===== config.mk =====
export PLATFORM = sky130hd
export DESIGN_NAME = lcd_bus_receiver
export DESIGN_NICKNAME = d
export VERILOG_FILES = /design/src/rtl/lcd_bus_receiver.sv
export SDC_FILE = /design/constraint.sdc
export NUM_CORES = 1
export LEC_CHECK = 0
export ABC_CLOCK_PERIOD_IN_PS = 8100
export BUFFER_PORTS_ARGS = -buffer_cell sky130_fd_sc_hd__buf_2
export CELL_PAD_IN_SITES_DETAIL_PLACEMENT = 0
export CELL_PAD_IN_SITES_GLOBAL_PLACEMENT = 1
export CORE_AREA = 10 10 132 134
export DETAILED_ROUTE_END_ITERATION = 7
export DIE_AREA = 0 0 142 144
export GPL_TIMING_DRIVEN = 0
export PLACE_DENSITY_LB_ADDON = 0.1
export SYNTH_ARGS = -nofsm -noshare
export SYNTH_HDL_FRONTEND = slang
export SYNTH_SLANG_ARGS = --single-unit

===== constraint.sdc =====
create_clock -name clk -period 8.1 [get_ports clk]
set_input_delay 0.81 -clock clk [delete_from_list [all_inputs] [get_ports clk]]
set_output_delay 0.81 -clock clk [all_outputs]
set_load 0.005 [all_outputs]

===== src/rtl/lcd_bus_receiver.sv =====
// lcd_bus_receiver
//   Snoops an 8080-style parallel LCD bus driven by the display controller.
//   Decodes commands, tracks the CASET/PASET window and emits one pixel
//   event per RGB565 word received after RAMWR.  The pixel is reduced to
//   4:4:4 on the way out.
//
// Ports
//   clk         sole clock, rising edge
//   reset       synchronous active-high reset
//   lcd_db      bus data byte
//   lcd_wr      active-low write strobe; byte taken on its rising edge
//   lcd_d_c     0 = command, 1 = data/parameter
//   lcd_reset   active-low panel reset from the bus
//   cmd_valid   one-cycle pulse per command byte
//   cmd_code    last command byte (held)
//   pix_valid   one-cycle pulse per complete pixel
//   pix_x/pix_y coordinates qualified by pix_valid
//   pix_rgb     4:4:4 pixel colour
//   frame_done  pulse with the pixel written at (x_end, y_end)
//
// Decoder states
//   state | meaning
//   IDLE  | after reset, data bytes ignored
//   CASET | collecting 4 column-window bytes
//   PASET | collecting 4 row-window bytes
//   RAMWR | pixel stream, MSB/LSB pairs
//   SKIP  | unsupported command or finished window, data ignored
module lcd_bus_receiver #(
  parameter int WIDTH       = 320,
  parameter int HEIGHT      = 240,
  parameter int SYNC_STAGES = 2
) (
  input  logic                      clk,
  input  logic                      reset,
  input  logic [7:0]                lcd_db,
  input  logic                      lcd_wr,
  input  logic                      lcd_d_c,
  input  logic                      lcd_reset,
  output logic                      cmd_valid,
  output logic [7:0]                cmd_code,
  output logic                      pix_valid,
  output logic [$clog2(WIDTH)-1:0]  pix_x,
  output logic [$clog2(HEIGHT)-1:0] pix_y,
  output logic [11:0]               pix_rgb,
  output logic                      frame_done
);

  localparam int XW = $clog2(WIDTH);
  localparam int YW = $clog2(HEIGHT);
  localparam int NS = (SYNC_STAGES < 2) ? 2 : SYNC_STAGES;
  localparam logic [15:0] XMAX = 16'(WIDTH - 1);
  localparam logic [15:0] YMAX = 16'(HEIGHT - 1);
  // Idle bus image {rst_n, wr, d_c, db}: no panel reset, strobe high.
  localparam logic [10:0] BUS_IDLE = 11'h600;

  typedef enum logic [2:0] {IDLE, CASET, PASET, RAMWR, SKIP} state_t;

  // ---------------------------------------------------------------------
  // Bus synchronizer: all bus lines move through the chain as one group.
  // ---------------------------------------------------------------------
  logic [10:0] sync_q [NS];
  logic        wr_dly_q;
  logic [10:0] bus_s;
  logic [7:0]  bus_db;
  logic        bus_dc;
  logic        strobe;
  logic        clr;

  always_ff @(posedge clk) begin
    if (reset) begin
      for (int i = 0; i < NS; i++) sync_q[i] <= BUS_IDLE;
      wr_dly_q <= 1'b1;
    end else begin
      sync_q[0] <= {lcd_reset, lcd_wr, lcd_d_c, lcd_db};
      for (int i = 1; i < NS; i++) sync_q[i] <= sync_q[i-1];
      wr_dly_q <= sync_q[NS-1][9];
    end
  end

  assign bus_s  = sync_q[NS-1];
  assign bus_db = bus_s[7:0];
  assign bus_dc = bus_s[8];
  assign strobe = bus_s[9] & ~wr_dly_q;
  // The panel reset from the bus acts exactly like the local reset.
  assign clr    = reset | ~bus_s[10];

  // ---------------------------------------------------------------------
  // Window clamping for the 4th parameter byte.
  // ---------------------------------------------------------------------
  function automatic logic [15:0] clamp_lim(input logic [15:0] v, input logic [15:0] lim);
    return (v > lim) ? lim : v;
  endfunction

  logic [15:0] par_start_q;
  logic [7:0]  par_end_hi_q;
  logic [XW-1:0] x_lo_d, x_hi_raw, x_hi_d;
  logic [YW-1:0] y_lo_d, y_hi_raw, y_hi_d;

  always_comb begin
    x_lo_d   = XW'(clamp_lim(par_start_q, XMAX));
    x_hi_raw = XW'(clamp_lim({par_end_hi_q, bus_db}, XMAX));
    x_hi_d   = (x_hi_raw < x_lo_d) ? x_lo_d : x_hi_raw;
    y_lo_d   = YW'(clamp_lim(par_start_q, YMAX));
    y_hi_raw = YW'(clamp_lim({par_end_hi_q, bus_db}, YMAX));
    y_hi_d   = (y_hi_raw < y_lo_d) ? y_lo_d : y_hi_raw;
  end

  // ---------------------------------------------------------------------
  // Decoder
  // ---------------------------------------------------------------------
  state_t        state_q;
  logic [1:0]    pcnt_q;
  logic          phase_q;
  logic [6:0]    msb_q;     // {R[15:12], G[10:8]}; R[11] is not needed
  logic [XW-1:0] x_start_q, x_end_q, cx_q;
  logic [YW-1:0] y_start_q, y_end_q, cy_q;

  always_ff @(posedge clk) begin
    if (clr) begin
      state_q      <= IDLE;
      pcnt_q       <= 2'd0;
      phase_q      <= 1'b0;
      msb_q        <= 7'd0;
      par_start_q  <= 16'd0;
      par_end_hi_q <= 8'd0;
      x_start_q    <= '0;
      x_end_q      <= XMAX[XW-1:0];
      y_start_q    <= '0;
      y_end_q      <= YMAX[YW-1:0];
      cx_q         <= '0;
      cy_q         <= '0;
      cmd_valid    <= 1'b0;
      cmd_code     <= 8'h00;
      pix_valid    <= 1'b0;
      pix_x        <= '0;
      pix_y        <= '0;
      pix_rgb      <= 12'h000;
      frame_done   <= 1'b0;
    end else begin
      cmd_valid  <= 1'b0;
      pix_valid  <= 1'b0;
      frame_done <= 1'b0;
      if (strobe) begin
        if (!bus_dc) begin
          // Any command drops a pending parameter or half pixel.
          cmd_valid <= 1'b1;
          cmd_code  <= bus_db;
          pcnt_q    <= 2'd0;
          phase_q   <= 1'b0;
          case (bus_db)
            8'h2A:   state_q <= CASET;
            8'h2B:   state_q <= PASET;
            8'h2C: begin
              state_q <= RAMWR;
              cx_q    <= x_start_q;
              cy_q    <= y_start_q;
            end
            default: state_q <= SKIP;
          endcase
        end else begin
          case (state_q)
            CASET, PASET: begin
              pcnt_q <= pcnt_q + 2'd1;
              case (pcnt_q)
                2'd0: par_start_q[15:8] <= bus_db;
                2'd1: par_start_q[7:0]  <= bus_db;
                2'd2: par_end_hi_q      <= bus_db;
                default: begin
                  if (state_q == CASET) begin
                    x_start_q <= x_lo_d;
                    x_end_q   <= x_hi_d;
                  end else begin
                    y_start_q <= y_lo_d;
                    y_end_q   <= y_hi_d;
                  end
                  state_q <= SKIP;
                end
              endcase
            end
            RAMWR: begin
              if (!phase_q) begin
                msb_q   <= {bus_db[7:4], bus_db[2:0]};
                phase_q <= 1'b1;
              end else begin
                phase_q   <= 1'b0;
                pix_valid <= 1'b1;
                pix_x     <= cx_q;
                pix_y     <= cy_q;
                pix_rgb   <= {msb_q[6:3], msb_q[2:0], bus_db[7], bus_db[4:1]};
                if (cx_q == x_end_q) begin
                  cx_q <= x_start_q;
                  if (cy_q == y_end_q) begin
                    cy_q       <= y_start_q;
                    frame_done <= 1'b1;
                  end else begin
                    cy_q <= cy_q + YW'(1);
                  end
                end else begin
                  cx_q <= cx_q + XW'(1);
                end
              end
            end
            default: ;
          endcase
        end
      end
    end
  end

endmodule


# Word level (Yosys, flattened, before mapping)
# Memories as Yosys holds them, arrays and structs flattened.
# Index checks and enable logic that the tools add are counted.
# Widths: inputs -> output; s select.
# totals
ff_bits	129
ram_bits	22
in_bits	13
out_inout_bits	40
wordCells	113
n_memories	1
# mem_list
name	words	width	read_ports	rd_clocked_by_memory_dff	wr	line	text
sync_q	2	11	2	0	2	61	logic [10:0] sync_q [NS];
# op_classes
addsub	3
magnitude_cmp	6
n_eq_ne	15
mux	34
bitwise	13
reduce_logical	20
# op_table
operator	n
$mux 8	9
$mux 9	8
$gt 16x8->1 const B	2
$gt 16x9->1 const B	2
$eq 8x6->1 const B	3
$reduce_and 4->1	6
$mux 11	2
$reduce_and 5->1	3
$add 9x1->9 const B	1
$eq 9x9->1	1
$lt 9x9->1	1
$mux 1	9
$mux 3	3
$not 1->1	9
$pmux 3 s3	1
$add 8x1->8 const B	1
$eq 8x8->1	1
$lt 8x8->1	1
$ne 2x1->1 const B	4
$eq 3x2->1 const B	2
$reduce_and 2->1	3
$reduce_or 6->1	1
$mux 2	2
$reduce_or 2->1	2
12 further kinds	14

# Logic depth before layout (Yosys ltp)
# logic_depth
word_depth	6
ltp_mapped	12
ltp_nobuf	10

# Worst setup path after synthesis
# OpenSTA, ideal clock, no wires.
# synth_path
path_type	register -> register
startpoint	register par_start_q[11]
endpoint	register y_end_q[4]
setup_ns	0.119
arrival_ns	3.163
required_time_ns	7.981
slack_ns	4.818
stages_incl_launch_ff	11
path_cell_list	dfxtp_1 > or4_4 > buf_6 > or3_4 > nor2_1 > ha_1 > a21o_1 > a221oi_1 > clkbuf_1 > a21boi_0 > o221a_2
# synth_via
elab_chain_cells	4
# synth_rtl
element	line	text
from (decl)	94	logic [15:0] par_start_q;
from (signal assigned)	165	2'd0: par_start_q[15:8] <= bus_db;
$gt 16x8->1 *	91	return (v > lim) ? lim : v;
$mux 8 *	91	
$lt 8x8->1	105	y_hi_d = (y_hi_raw < y_lo_d) ? y_lo_d : y_hi_raw;
$mux 8 *	105	
to (signal assigned)	129	y_end_q <= YMAX[YW-1:0];
to (signal assigned)	174	y_end_q <= y_hi_d;
to (decl)	116	logic [YW-1:0] y_start_q, y_end_q, cy_q;
# Every way passes the cells marked *; elsewhere a longest branch is shown, timed or not.
# A chain may end at the register's enable or synchronous reset.

# Final worst setup path
# layout_path
startpoint	register par_end_hi_q[0]
endpoint	register y_end_q[4]
# layout_via
elab_chain_cells	4
# layout_rtl
element	line	text
from (decl)	95	logic [7:0] par_end_hi_q;
from (signal assigned)	167	2'd2: par_end_hi_q <= bus_db;
$gt 16x8->1 *	91	
$mux 8 *	91	
$lt 8x8->1	105	
$mux 8 *	105	
# Marks and branches as above.

==> results.toml <==
[synth]
yosys.area_share.xor_xnor = 0.0243
ys_seq_elements = 151
yosysMostFrequentCell = "dfxtp_1"
synth.top_cell.area_share = 0.441
synth_top_family_by_area = "simple AND/OR/NAND/NOR gates"
syn_avg_cell_area_sq_um = 8.63
yosys_warnings = 0
synth_common_cells = "dfxtp_1 (151), nand2_1 (98), a21oi_1 (81)"
mappedNetlistArea_sq_um = 6860
synthMuxAreaShare = 0.0586
async_flop_share = 0
yosys-top-cells-area = "dfxtp_1 (44%), a21oi_1 (5.9%), mux2i_1 (5.7%), nand2_1 (5.4%), nor2_1 (4.3%)"
synth_seq_area_share = 0.441
synthCells = 795
syn-num-nets = 829
synth-compound-area-share = 0.177
synth_simple_gate_area_frac = 0.220
yosysUniqueCellTypes = 65
synth_adder_area_share = 0.0383
synth-main-ff-cell = "dfxtp_1"
synth_edf_count = 0
yosysTopAreaCell = "dfxtp_1"

[clocking]
htree_levels = 4
clock_latency_ns = 0.43
cts-buffers-inserted = 17
cts.clk_slew.worst_paths_ns = 0.06
cts_sinks = 151
post_cts_buffers = 0
ctsLongestPathBuffers = 2
cts_tree = "yes"
cts-root-buf = "clkbuf_16"
postCtsHoldBufs = 0
ctsResizeCount = 0

[grt]
grt_pass1_wl_mm = 31.8
grt_usage = 0.196
grt_pass1_vias = 5898
grt_antenna_before_repair = 0
grt_max_degree = 17
overflow = 0

[power_and_ir_drop]
power_density_nw_per_um2 = 203
power_mw = 1.61
vdd_drop_max_uv = 150
p_leak_nw = 2.96

[floorplan]
start_util = 0.461
die_area_sq_um = 20400
fp.dieH_um = 144
io_pins = 53
die_w_um = 142
core_sq_um = 14900
rows = 45

[routing]
drt_first_pass_iters = 5
drt_iter0_markers = 461
drt-wirelength-per-cell_um = 18.4
routed_wl_mm = 19.7
avgViaCountPerCell = 5.67
vias = 6045
remaining_drc_errors = 0
detail-route-antenna-nets = 0

[worst_setup_path]
crit_arrival_ns = 4.20
crit_type = "register to register"
cp.required_ns = 8.42
startpoint_type = "register"
path_max_fanout = 10
end_kind = "register"

[sta]
setup_slack_ns = 4.22
slew_headroom = 0.321
fmax_mhz = 258
fin_skew_ns = 0.00784
whs_ns = 0.408
timing.setup.tns_ns = 0
tightest_slew_ns = 1.01
setup_viol = 0
min_period_ns = 3.88
fin_crit_sh = 0.479
hold_violations = 0
rsz0062_at_grt = "no"
slew_violations = 0

[cells_and_area]
nNetsFinal = 900
fin_util = 0.533
fin_area_sq_um = 7930
syn_to_final_growth_pct = 15.6
antenna_cells = 0
final-instance-count-excl-fill = 1067
final_layout_size_suffix_gt1_frac = 0.139

[placement]
dp.final_hpwl_mm = 14.7
placed_area_sq_um = 7350
port-buffer-count = 52
dp.cells = 1035
post-place-ws_ns = 4.33
gp_congestion = 0.888

[run_status]
status = "finished, final reports clean"

[flow_run]
maxCapViolCount = 0

[min_path]
hold_path_class = "register to register"
state kept, by name, summed over array words and instances (netlist names), 8 cells and up:
name          cells
x_start_q         9
par_end_hi_q      8
cy_q              8
y_end_q           8
pix_rgb          12
par_start_q      16
y_start_q         8
cx_q              9
sync_q           22
pix_y             8
cmd_code          8
pix_x             9
x_end_q           9
path summary, 6_finish.rpt:
kind	endpoint	depth (start not counted)	from	slack (ns)
setup / recovery	y_end_q[4]$_SDFFE_PP0P_	9	par_end_hi_q[0]$_SDFFE_PP0P_	4.22
hold reg to reg	sync_q[0][20]$_SDFF_PP1_	1	sync_q[0][9]$_SDFF_PP1_	0.41
setup reg to reg	y_end_q[4]$_SDFFE_PP0P_	9	par_end_hi_q[0]$_SDFFE_PP0P_	4.22
hold / removal	sync_q[0][20]$_SDFF_PP1_	1	sync_q[0][9]$_SDFF_PP1_	0.41
layout by cell type (no fill, tap or decap), types with 5 or more instances in the layout:
cell	synthesis	routed
nor2b_1	23	23
nand2b_1	5	5
a31oi_1	7	7
xnor2_1	11	11
clkbuf_1	45	45
a211oi_1	13	13
buf_2	6	58
dfxtp_1	151	151
or3_1	7	7
ha_1	21	21
a21oi_1	81	81
nor3_1	13	13
and2_1	6	6
o21ai_0	28	28
and3_1	10	10
o22ai_1	7	7
nand2_1	98	98
xor2_1	8	8
clkbuf_16	0	17
nand3_1	13	13
nand4_1	12	12
mux2i_1	39	39
inv_1	9	9
nor4_1	8	8
nor2_1	79	79
or2_2	14	14
o31ai_1	11	11
critical path, stage by stage, from the launching register on:
cell,delay (ns)
dfxtp_1,0.33
nor4_1,0.63
nand3_1,0.33
or2_2,0.38
ha_1,0.30
a211o_1,0.27
a221oi_1,0.79
clkbuf_1,0.34
a21boi_0,0.14
o221a_2,0.26
power breakdown:
group	switching, mW	internal, mW
Clock	0.331	0.442
Combinational	0.0586	0.0286
Sequential	0.00291	0.748
Total	0.392	1.22
kinds of logic (layout without fill, tap and decap cells):
group	after synthesis	count (layout)
xor gates and xnor gates	19	19
muxes	40	40
and+or+nand+nor	306	306
adders and majority gates	21	21
AOI/OAI and AO/OA	191	191
buffers and inverters	67	151
DFF	151	151
metal layers:
layer / part of all wire / global-route usage / wire [um]
met1: 0.46 / 0.250 / 9130
met2: 0.46 / 0.317 / 9070
met3: 0.048 / 0.0446 / 945
met4: 0.026 / 0.0721 / 518
met5: 0 / 0 / 0
layout make-up:
type | count | area [sq um]
Multi-Input combinational cell | 577 | 3560
Sequential cell | 151 | 3020
Clock buffer | 19 | 453
Buffer | 57 | 236
Inverter | 10 | 42.5
Clock inverter | 13 | 119
Fill cell | 1449 | 6940
Timing Repair Buffer | 52 | 260
Tap cell | 188 | 235
Note: power is estimated with default switching activity, not from simulation.
